**src/rtl/mmul_pkg.sv**
```systemverilog
// Shared definitions for the matrix-multiply accumulate path.
// Holds default operand/result widths and elaboration helper functions.
package mmul_pkg;

    localparam int WIDTH_A_DEF   = 32;
    localparam int WIDTH_B_DEF   = 32;
    localparam int RES_WIDTH_DEF = 37;

    localparam int NUM_REQ_MIN = 2;
    localparam int NUM_REQ_MAX = 16;

    // A sum of two unsigned operands needs one bit above the wider one.
    function automatic bit res_width_ok(
        input int wa,
        input int wb,
        input int wr
    );
        int wmax;
        wmax = (wa > wb) ? wa : wb;
        return (wr >= wmax + 1);
    endfunction

    // Requester index width; never below one bit.
    function automatic int id_width(input int n);
        return (n < 2) ? 1 : $clog2(n);
    endfunction

    function automatic bit num_req_ok(input int n);
        return (n >= NUM_REQ_MIN) && (n <= NUM_REQ_MAX);
    endfunction

endpackage

```
**src/rtl/add_share_arbiter_rr_grant.sv**
```systemverilog
// Combinational round-robin picker: first set valid bit at or above ptr.
// Ports: valid_i request vector, ptr_i search start, grant_o one-hot/zero.
module rr_grant
    import mmul_pkg::*;
#(
    parameter int N  = 4,
    parameter int IW = 2
) (
    input  logic [N-1:0]  valid_i,
    input  logic [IW-1:0] ptr_i,
    output logic [N-1:0]  grant_o
);

    logic          found;
    logic [IW-1:0] idx;

    // Walk N positions starting at ptr_i, wrapping past N-1 to 0.
    always_comb begin
        grant_o = '0;
        found   = 1'b0;
        idx     = '0;
        for (int k = 0; k < N; k++) begin
            int t;
            t = int'(ptr_i) + k;
            if (t >= N) begin
                t = t - N;
            end
            idx = IW'(t);
            if (!found && valid_i[idx]) begin
                grant_o[idx] = 1'b1;
                found        = 1'b1;
            end
        end
    end

endmodule

```
**src/rtl/noOverflowAdd.sv**
```systemverilog
// Registered unsigned adder whose result is wide enough never to wrap.
// Ports: clk_i clock, a_i/b_i operands, sum_o registered a+b (no reset).
module noOverflowAdd #(
    parameter int WIDTH_A   = 32,
    parameter int WIDTH_B   = 32,
    parameter int RES_WIDTH = 37
) (
    input  logic                 clk_i,
    input  logic [WIDTH_A-1:0]   a_i,
    input  logic [WIDTH_B-1:0]   b_i,
    output logic [RES_WIDTH-1:0] sum_o
);

    logic [RES_WIDTH-1:0] sum_q;
    logic [RES_WIDTH-1:0] sum_d;

    // Zero-extend both operands before adding so the carry is kept.
    always_comb begin
        sum_d = RES_WIDTH'(a_i) + RES_WIDTH'(b_i);
    end

    // Datapath register only; validity is tracked by the caller.
    always_ff @(posedge clk_i) begin
        sum_q <= sum_d;
    end

    assign sum_o = sum_q;

endmodule

```
**src/rtl/add_share_arbiter.sv**
```systemverilog
// Round-robin front end sharing one registered adder among NUM_REQ rows.
// Ports: Clock/Resetn, enable, req_valid/req_a/req_b in, req_ready out,
// rsp_valid/rsp_id/rsp_sum result two cycles after grant, busy.
module add_share_arbiter
    import mmul_pkg::*;
#(
    parameter int NUM_REQ   = 4,
    parameter int WIDTH_A   = WIDTH_A_DEF,
    parameter int WIDTH_B   = WIDTH_B_DEF,
    parameter int RES_WIDTH = RES_WIDTH_DEF,
    localparam int ID_W     = id_width(NUM_REQ)
) (
    input  logic                       Clock,
    input  logic                       Resetn,
    input  logic                       enable,
    input  logic [NUM_REQ-1:0]         req_valid,
    input  logic [NUM_REQ*WIDTH_A-1:0] req_a,
    input  logic [NUM_REQ*WIDTH_B-1:0] req_b,
    output logic [NUM_REQ-1:0]         req_ready,
    output logic                       rsp_valid,
    output logic [ID_W-1:0]            rsp_id,
    output logic [RES_WIDTH-1:0]       rsp_sum,
    output logic                       busy
);

    if (!res_width_ok(WIDTH_A, WIDTH_B, RES_WIDTH)) begin : g_bad_width
        $fatal(1, "add_share_arbiter: RES_WIDTH too narrow");
    end

    if (!num_req_ok(NUM_REQ)) begin : g_bad_num
        $fatal(1, "add_share_arbiter: NUM_REQ out of range");
    end

    logic [NUM_REQ-1:0]   pick;
    logic [NUM_REQ-1:0]   grant;
    logic                 xfer;
    logic [ID_W-1:0]      gnt_id;
    logic [WIDTH_A-1:0]   sel_a;
    logic [WIDTH_B-1:0]   sel_b;

    logic [ID_W-1:0]      rr_ptr_q;
    logic [ID_W-1:0]      rr_ptr_d;

    logic [WIDTH_A-1:0]   op_a_q;
    logic [WIDTH_B-1:0]   op_b_q;
    logic [ID_W-1:0]      s1_id_q;
    logic                 s1_valid_q;

    logic [ID_W-1:0]      s2_id_q;
    logic                 s2_valid_q;
    logic [RES_WIDTH-1:0] adder_sum;

    rr_grant #(
        .N  (NUM_REQ),
        .IW (ID_W)
    ) u_rr_grant (
        .valid_i (req_valid),
        .ptr_i   (rr_ptr_q),
        .grant_o (pick)
    );

    // Reset is folded in so ready drops the moment Resetn goes low.
    assign grant     = (enable && Resetn) ? pick : '0;
    assign req_ready = grant;
    assign xfer      = |grant;

    always_comb begin
        gnt_id = '0;
        for (int i = 0; i < NUM_REQ; i++) begin
            if (grant[i]) begin
                gnt_id = ID_W'(i);
            end
        end
    end

    always_comb begin
        sel_a = req_a[int'(gnt_id)*WIDTH_A +: WIDTH_A];
        sel_b = req_b[int'(gnt_id)*WIDTH_B +: WIDTH_B];
    end

    // Next search starts just past the winner, wrapping at NUM_REQ.
    always_comb begin
        rr_ptr_d = rr_ptr_q;
        if (xfer) begin
            if (gnt_id == ID_W'(NUM_REQ - 1)) begin
                rr_ptr_d = '0;
            end else begin
                rr_ptr_d = gnt_id + 1'b1;
            end
        end
    end

    always_ff @(posedge Clock or negedge Resetn) begin
        if (!Resetn) begin
            rr_ptr_q   <= '0;
            op_a_q     <= '0;
            op_b_q     <= '0;
            s1_id_q    <= '0;
            s1_valid_q <= 1'b0;
            s2_id_q    <= '0;
            s2_valid_q <= 1'b0;
        end else begin
            rr_ptr_q   <= rr_ptr_d;
            s1_valid_q <= xfer;
            if (xfer) begin
                op_a_q  <= sel_a;
                op_b_q  <= sel_b;
                s1_id_q <= gnt_id;
            end
            s2_valid_q <= s1_valid_q;
            s2_id_q    <= s1_id_q;
        end
    end

    noOverflowAdd #(
        .WIDTH_A   (WIDTH_A),
        .WIDTH_B   (WIDTH_B),
        .RES_WIDTH (RES_WIDTH)
    ) u_add (
        .clk_i (Clock),
        .a_i   (op_a_q),
        .b_i   (op_b_q),
        .sum_o (adder_sum)
    );

    // The adder register is unreset; gating keeps rsp_sum defined.
    assign rsp_valid = s2_valid_q;
    assign rsp_id    = s2_id_q;
    assign rsp_sum   = s2_valid_q ? adder_sum : '0;
    assign busy      = s1_valid_q | s2_valid_q;

endmodule

```
**config.mk**
```make
export PLATFORM = sky130hd
export DESIGN_NAME = add_share_arbiter
export DESIGN_NICKNAME = d
export VERILOG_FILES = /design/src/rtl/mmul_pkg.sv /design/src/rtl/add_share_arbiter_rr_grant.sv /design/src/rtl/noOverflowAdd.sv /design/src/rtl/add_share_arbiter.sv
export SDC_FILE = /design/constraint.sdc
export NUM_CORES = 1
export LEC_CHECK = 0
export CAP_MARGIN = 20
export CELL_PAD_IN_SITES_DETAIL_PLACEMENT = 0
export CELL_PAD_IN_SITES_GLOBAL_PLACEMENT = 1
export CORE_ASPECT_RATIO = 1.2
export CORE_MARGIN = 1.5
export CORE_UTILIZATION = 29
export DETAILED_ROUTE_END_ITERATION = 6
export GPL_TIMING_DRIVEN = 0
export HOLD_SLACK_MARGIN = 0.15
export PLACE_DENSITY_LB_ADDON = 0.1
export REMOVE_ABC_BUFFERS = 1
export SLEW_MARGIN = 10
export SYNTH_ARGS = -nofsm -noshare
export SYNTH_HDL_FRONTEND = slang
export SYNTH_SLANG_ARGS = --single-unit
```
**constraint.sdc**
```tcl
create_clock -name Clock -period 3.4 [get_ports Clock]
set_clock_uncertainty 0.05 [all_clocks]
set_input_delay 0.51 -clock Clock [delete_from_list [all_inputs] [get_ports Clock]]
set_output_delay 0.51 -clock Clock [all_outputs]
set_load 0.03 [all_outputs]
```
==> key figures <==
GRT
  • Vias in the first global route: around 6600
  • Overflow after GRT: 0
  • Overall Global Routing Usage: 0.1899
  • First-pass GRT wire length: between 30000 and 40000 um
  • Largest net degree at the start of global routing: 69
  • Initial antenna violation count: 0

Worst setup path
  • CP Cell Sequence: clkdlybuf4s50_1 > mux4_2 > nor2b_1 > a221o_1 > a32o_1 > nor2_2 > nand3b_1 > buf_8 > buf_16 > nor2_1 > nor3_1
  • CP top delay family: simple AND/OR/NAND/NOR gates
  • Crit path DAT: between 3000 and 4000 ps
  • CP Buf/Inv Count: 3
  • Worst setup SP type: primary input
  • CP Class: primary input to register
  • Worst R2R Start: rr_ptr_q[0]$_DFFE_PN0P_
  • R2R depth: 11
  • Crit Path Max Fanout: 17
  • Reg2Reg Setup Slack: around 210 ps
  • Critical path's largest stage delay: 550 ps
  • Required @ worst endpoint: 3610 ps
  • Crit-path slowest cell: mux4_2
  • Crit. End Element: register
  • Worst r2r dst: op_a_q[20]$_DFFE_PN0P_

STA
  • RSZ-0062 raised after global routing: no
  • Max Slew Vio Count: 0
  • Final period util: 0.9520
  • Max Freq: ~310 MHz
  • Post-route worst setup slack: 163.3 ps
  • Rel. slew slack: 0.5180
  • Tmin final: approximately 3200 ps
  • Worst-Margin Slew: slightly above 700 ps
  • Hold Vio Cnt, Final: 0
  • Final setup fails: 0

Worst hold path
  • Hold_sp: s1_valid_q$_DFF_PN0_
  • Hold Path Cell Cnt: 0
  • Worst min path class: register to register
  • Hold Crit Endpoint: rsp_valid$_DFF_PN0_

Clocking
  • Clock tree buffer depth: 2
  • Worst-Skew Late Latency: 360 ps
  • CTS Buf Count: 9
  • # clock sinks: roughly 110
  • Clock Pin Slew Worst Setup and Hold Paths: about 70 ps
  • H-tree level count: 3
  • CTS tree: done
  • Root Driver: clkbuf_16

Synthesis
  • Simple-Gate Fraction of Synth Area: 0.2039
  • Synth Area in Adders: 0.08290
  • Mean Syn Cell Area: slightly below 9 sq um
  • Seq/Total Area, Yosys: 0.3922
  • Largest family of logic cells by synthesized area: compound AO/OA/AOI/OAI gates
  • Post-synthesis compound-gate area fraction: 0.2363
  • Top FF cell, synth: dfrtp_1
  • Post-synth top area share: 0.2870
  • Mux cell area share after synthesis: 0.01435
  • Ys Warns: 0
  • Synthesized cell area: about 0.0063 sq mm
  • XOR/XNOR Fraction of Synth Area: 0.02929
  • Netlist cell types: around 60
  • Ys async rst share: 0.6857
  • Count leader, synth: o22ai_1
  • Cells after Synth: approximately 720
  • Area contributors post-synth: dfrtp_1 (29%), o22ai_1 (13%), dfxtp_1 (11%)
  • Post-synth EDFFs: 0
  • Leading area contributor after synthesis: dfrtp_1
  • Top cells by count, synth: o22ai_1 (129), nor2_1 (83), nor3_1 (73)
  • Flop and latch count out of synthesis: 105

Detailed routing
  • Average wire per standard cell: around 17 um
  • Initial DRT Pass Iterations: 4
  • Post-route ant nets: 0
  • Initial drt markers: about 240
  • Via/cell ratio: between 5 and 6
  • Drc violations: 0
  • Final wirelength: roughly 22000 um
  • Routed vias: 6552

Finish
  • Layout Nets: 1314
  • Final non-filler cell total: roughly 1300
  • Share of cells above drive strength 1: 0.06108
  • Antenna diode count: 0
  • Fillers: roughly 2100
  • Core Util, Final: 0.4815
  • Area growth, synth to finish: 61.96%

Power
  • Reg power frac: 0.225
  • Pwr per Cell Area: 1021 mW/mm^2
  • Internal power: approximately 5.7 mW
  • Total Power: between 10 and 15 mW
  • Worst vdd ir: around 0.0012 V
  • Combinational share of power: 0.667
  • Net Sw Power: between 4 and 5 mW
  • Power share of the clock group: 0.108
  • Lkg Pwr: 3.993 nW
  • Net Sw Frac: 0.4535

Placement
  • I/O Buffers: between 300 and 400
  • Inst Count DP: about 1300
  • GPL Wtd Cong: between 0.7 and 0.8
  • Worst slack, placed: -1172 ps
  • Dpl hpwl: 16340 um

Floorplanning
  • Initial core utilization: 0.2973
  • I/O Pins: roughly 310
  • Site Rows: 58
  • Core Region: 0.02112 sq mm
  • Die W: about 140 um
  • Die height: 164.2 um
  • DIE AREA: 0.02255 sq mm

Run status
  • Status: finished, final reports clean

Job
  • Max-cap viol count: 0
final cells by class:
| cell class | instances | area, sq um | area share |
|---|---|---|---|
| multi-input cells | 558 | 3682 | 0.3621 |
| repair buffers | 323 | 3321 | 0.3266 |
| flip-flops and latches | 105 | 2465 | 0.2424 |
| well taps | 270 | 337.8 | 0.03322 |
| clock buffers | 10 | 239.0 | 0.02350 |
| clock inverters | 6 | 75.07 | 0.007383 |
| inverters | 13 | 48.80 | 0.004799 |
power groups by stage:
stage,combinational (mW),sequential (mW),clock [mW]
after floorplan,4.61,2.29,0
after global placement,6.51,2.40,0
after detailed placement,6.72,2.39,0
after CTS,6.86,2.37,1.17
after global routing,7.74,2.41,1.20
final,6.93,2.33,1.12
how the worst max path moves through the flow:
| stage | start | cells past startpoint | to |
|---|---|---|---|
| floorplan | rr_ptr_q[0]$_DFFE_PN0P_ | 10 | op_a_q[0]$_DFFE_PN0P_ |
| global placement | Resetn | 8 | op_b_q[21]$_DFFE_PN0P_ |
| detailed placement | req_valid[1] | 12 | op_a_q[28]$_DFFE_PN0P_ |
| CTS | rr_ptr_q[0]$_DFFE_PN0P_ | 12 | op_a_q[13]$_DFFE_PN0P_ |
| global route | op_a_q[0]$_DFFE_PN0P_ | 10 | u_add.sum_o[26]$_DFF_P_ |
| finish | req_valid[1] | 11 | op_a_q[20]$_DFFE_PN0P_ |
sequential cells by signal, summed over array words and instances (netlist names):
register	count
op_a_q	32
rsp_id	2
op_b_q	32
rr_ptr_q	2
s1_valid_q	1
u_add.sum_o	33
s1_id_q	2
rsp_valid	1
cells by family after synthesis:
kind of cell               after synthesis
AOI/OAI and AO/OA                      227
xor gates and xnor gates                21
adders and majority gates               41
buffers and inverters                   58
DFF                                    105
muxes                                    4
other                                    1
and+or+nand+nor                        260
layout by cell type (no fill, tap or decap), drive strengths merged, types with 9 or more instances in the layout:
cell type      instances
a21oi                 21
and2                  36
buf                   20
clkbuf                10
clkdlybuf4s50        298
dfrtp                 72
dfxtp                 33
ha                    40
inv                   15
nand2                 22
nand2b                 9
nand3                 16
nor2                  85
nor3                  73
o21ai                 22
o22ai                129
xnor2                 16
worst reg2reg max path: stages (launching register included):
cell and delay (ps):
dfrtp_2 430, inv_2 110, ha_1 260, mux4_2 420, a221o_1 400, a32o_1 330, nor2_2 210, nand3b_1 250
buf_8 220, buf_16 170, nor2_1 60, nor3_1 200
repair_timing:
action	in CTS	in global routing
pin swaps	2	2
endpoints found under the setup margin	71	69
gates cloned	0	1
hold buffers	2	0
setup buffers	5	5
resized for setup	18	7
hold endpoints to repair	31	0
metal layers:
layer	share of wire	track usage
met1	0.41	0.2275
met2	0.51	0.3385
met3	0.064	0.03858
met4	0.019	0.05837
met5	0	0
metrics by stage:
step / instance area (sq um) / hold slack, ps / setup TNS (ps)
finish: 10170 / 321.1 / 0
global route: 10170 / 331.6 / 0
CTS: 10090 / 325.5 / 0
detailed placement: 9664 / 308.9 / -65880
global placement: 9455 / 298.6 / -561740
floorplan: 6085 / 164.4 / -149510
Note: power is estimated with default switching activity, not from simulation.
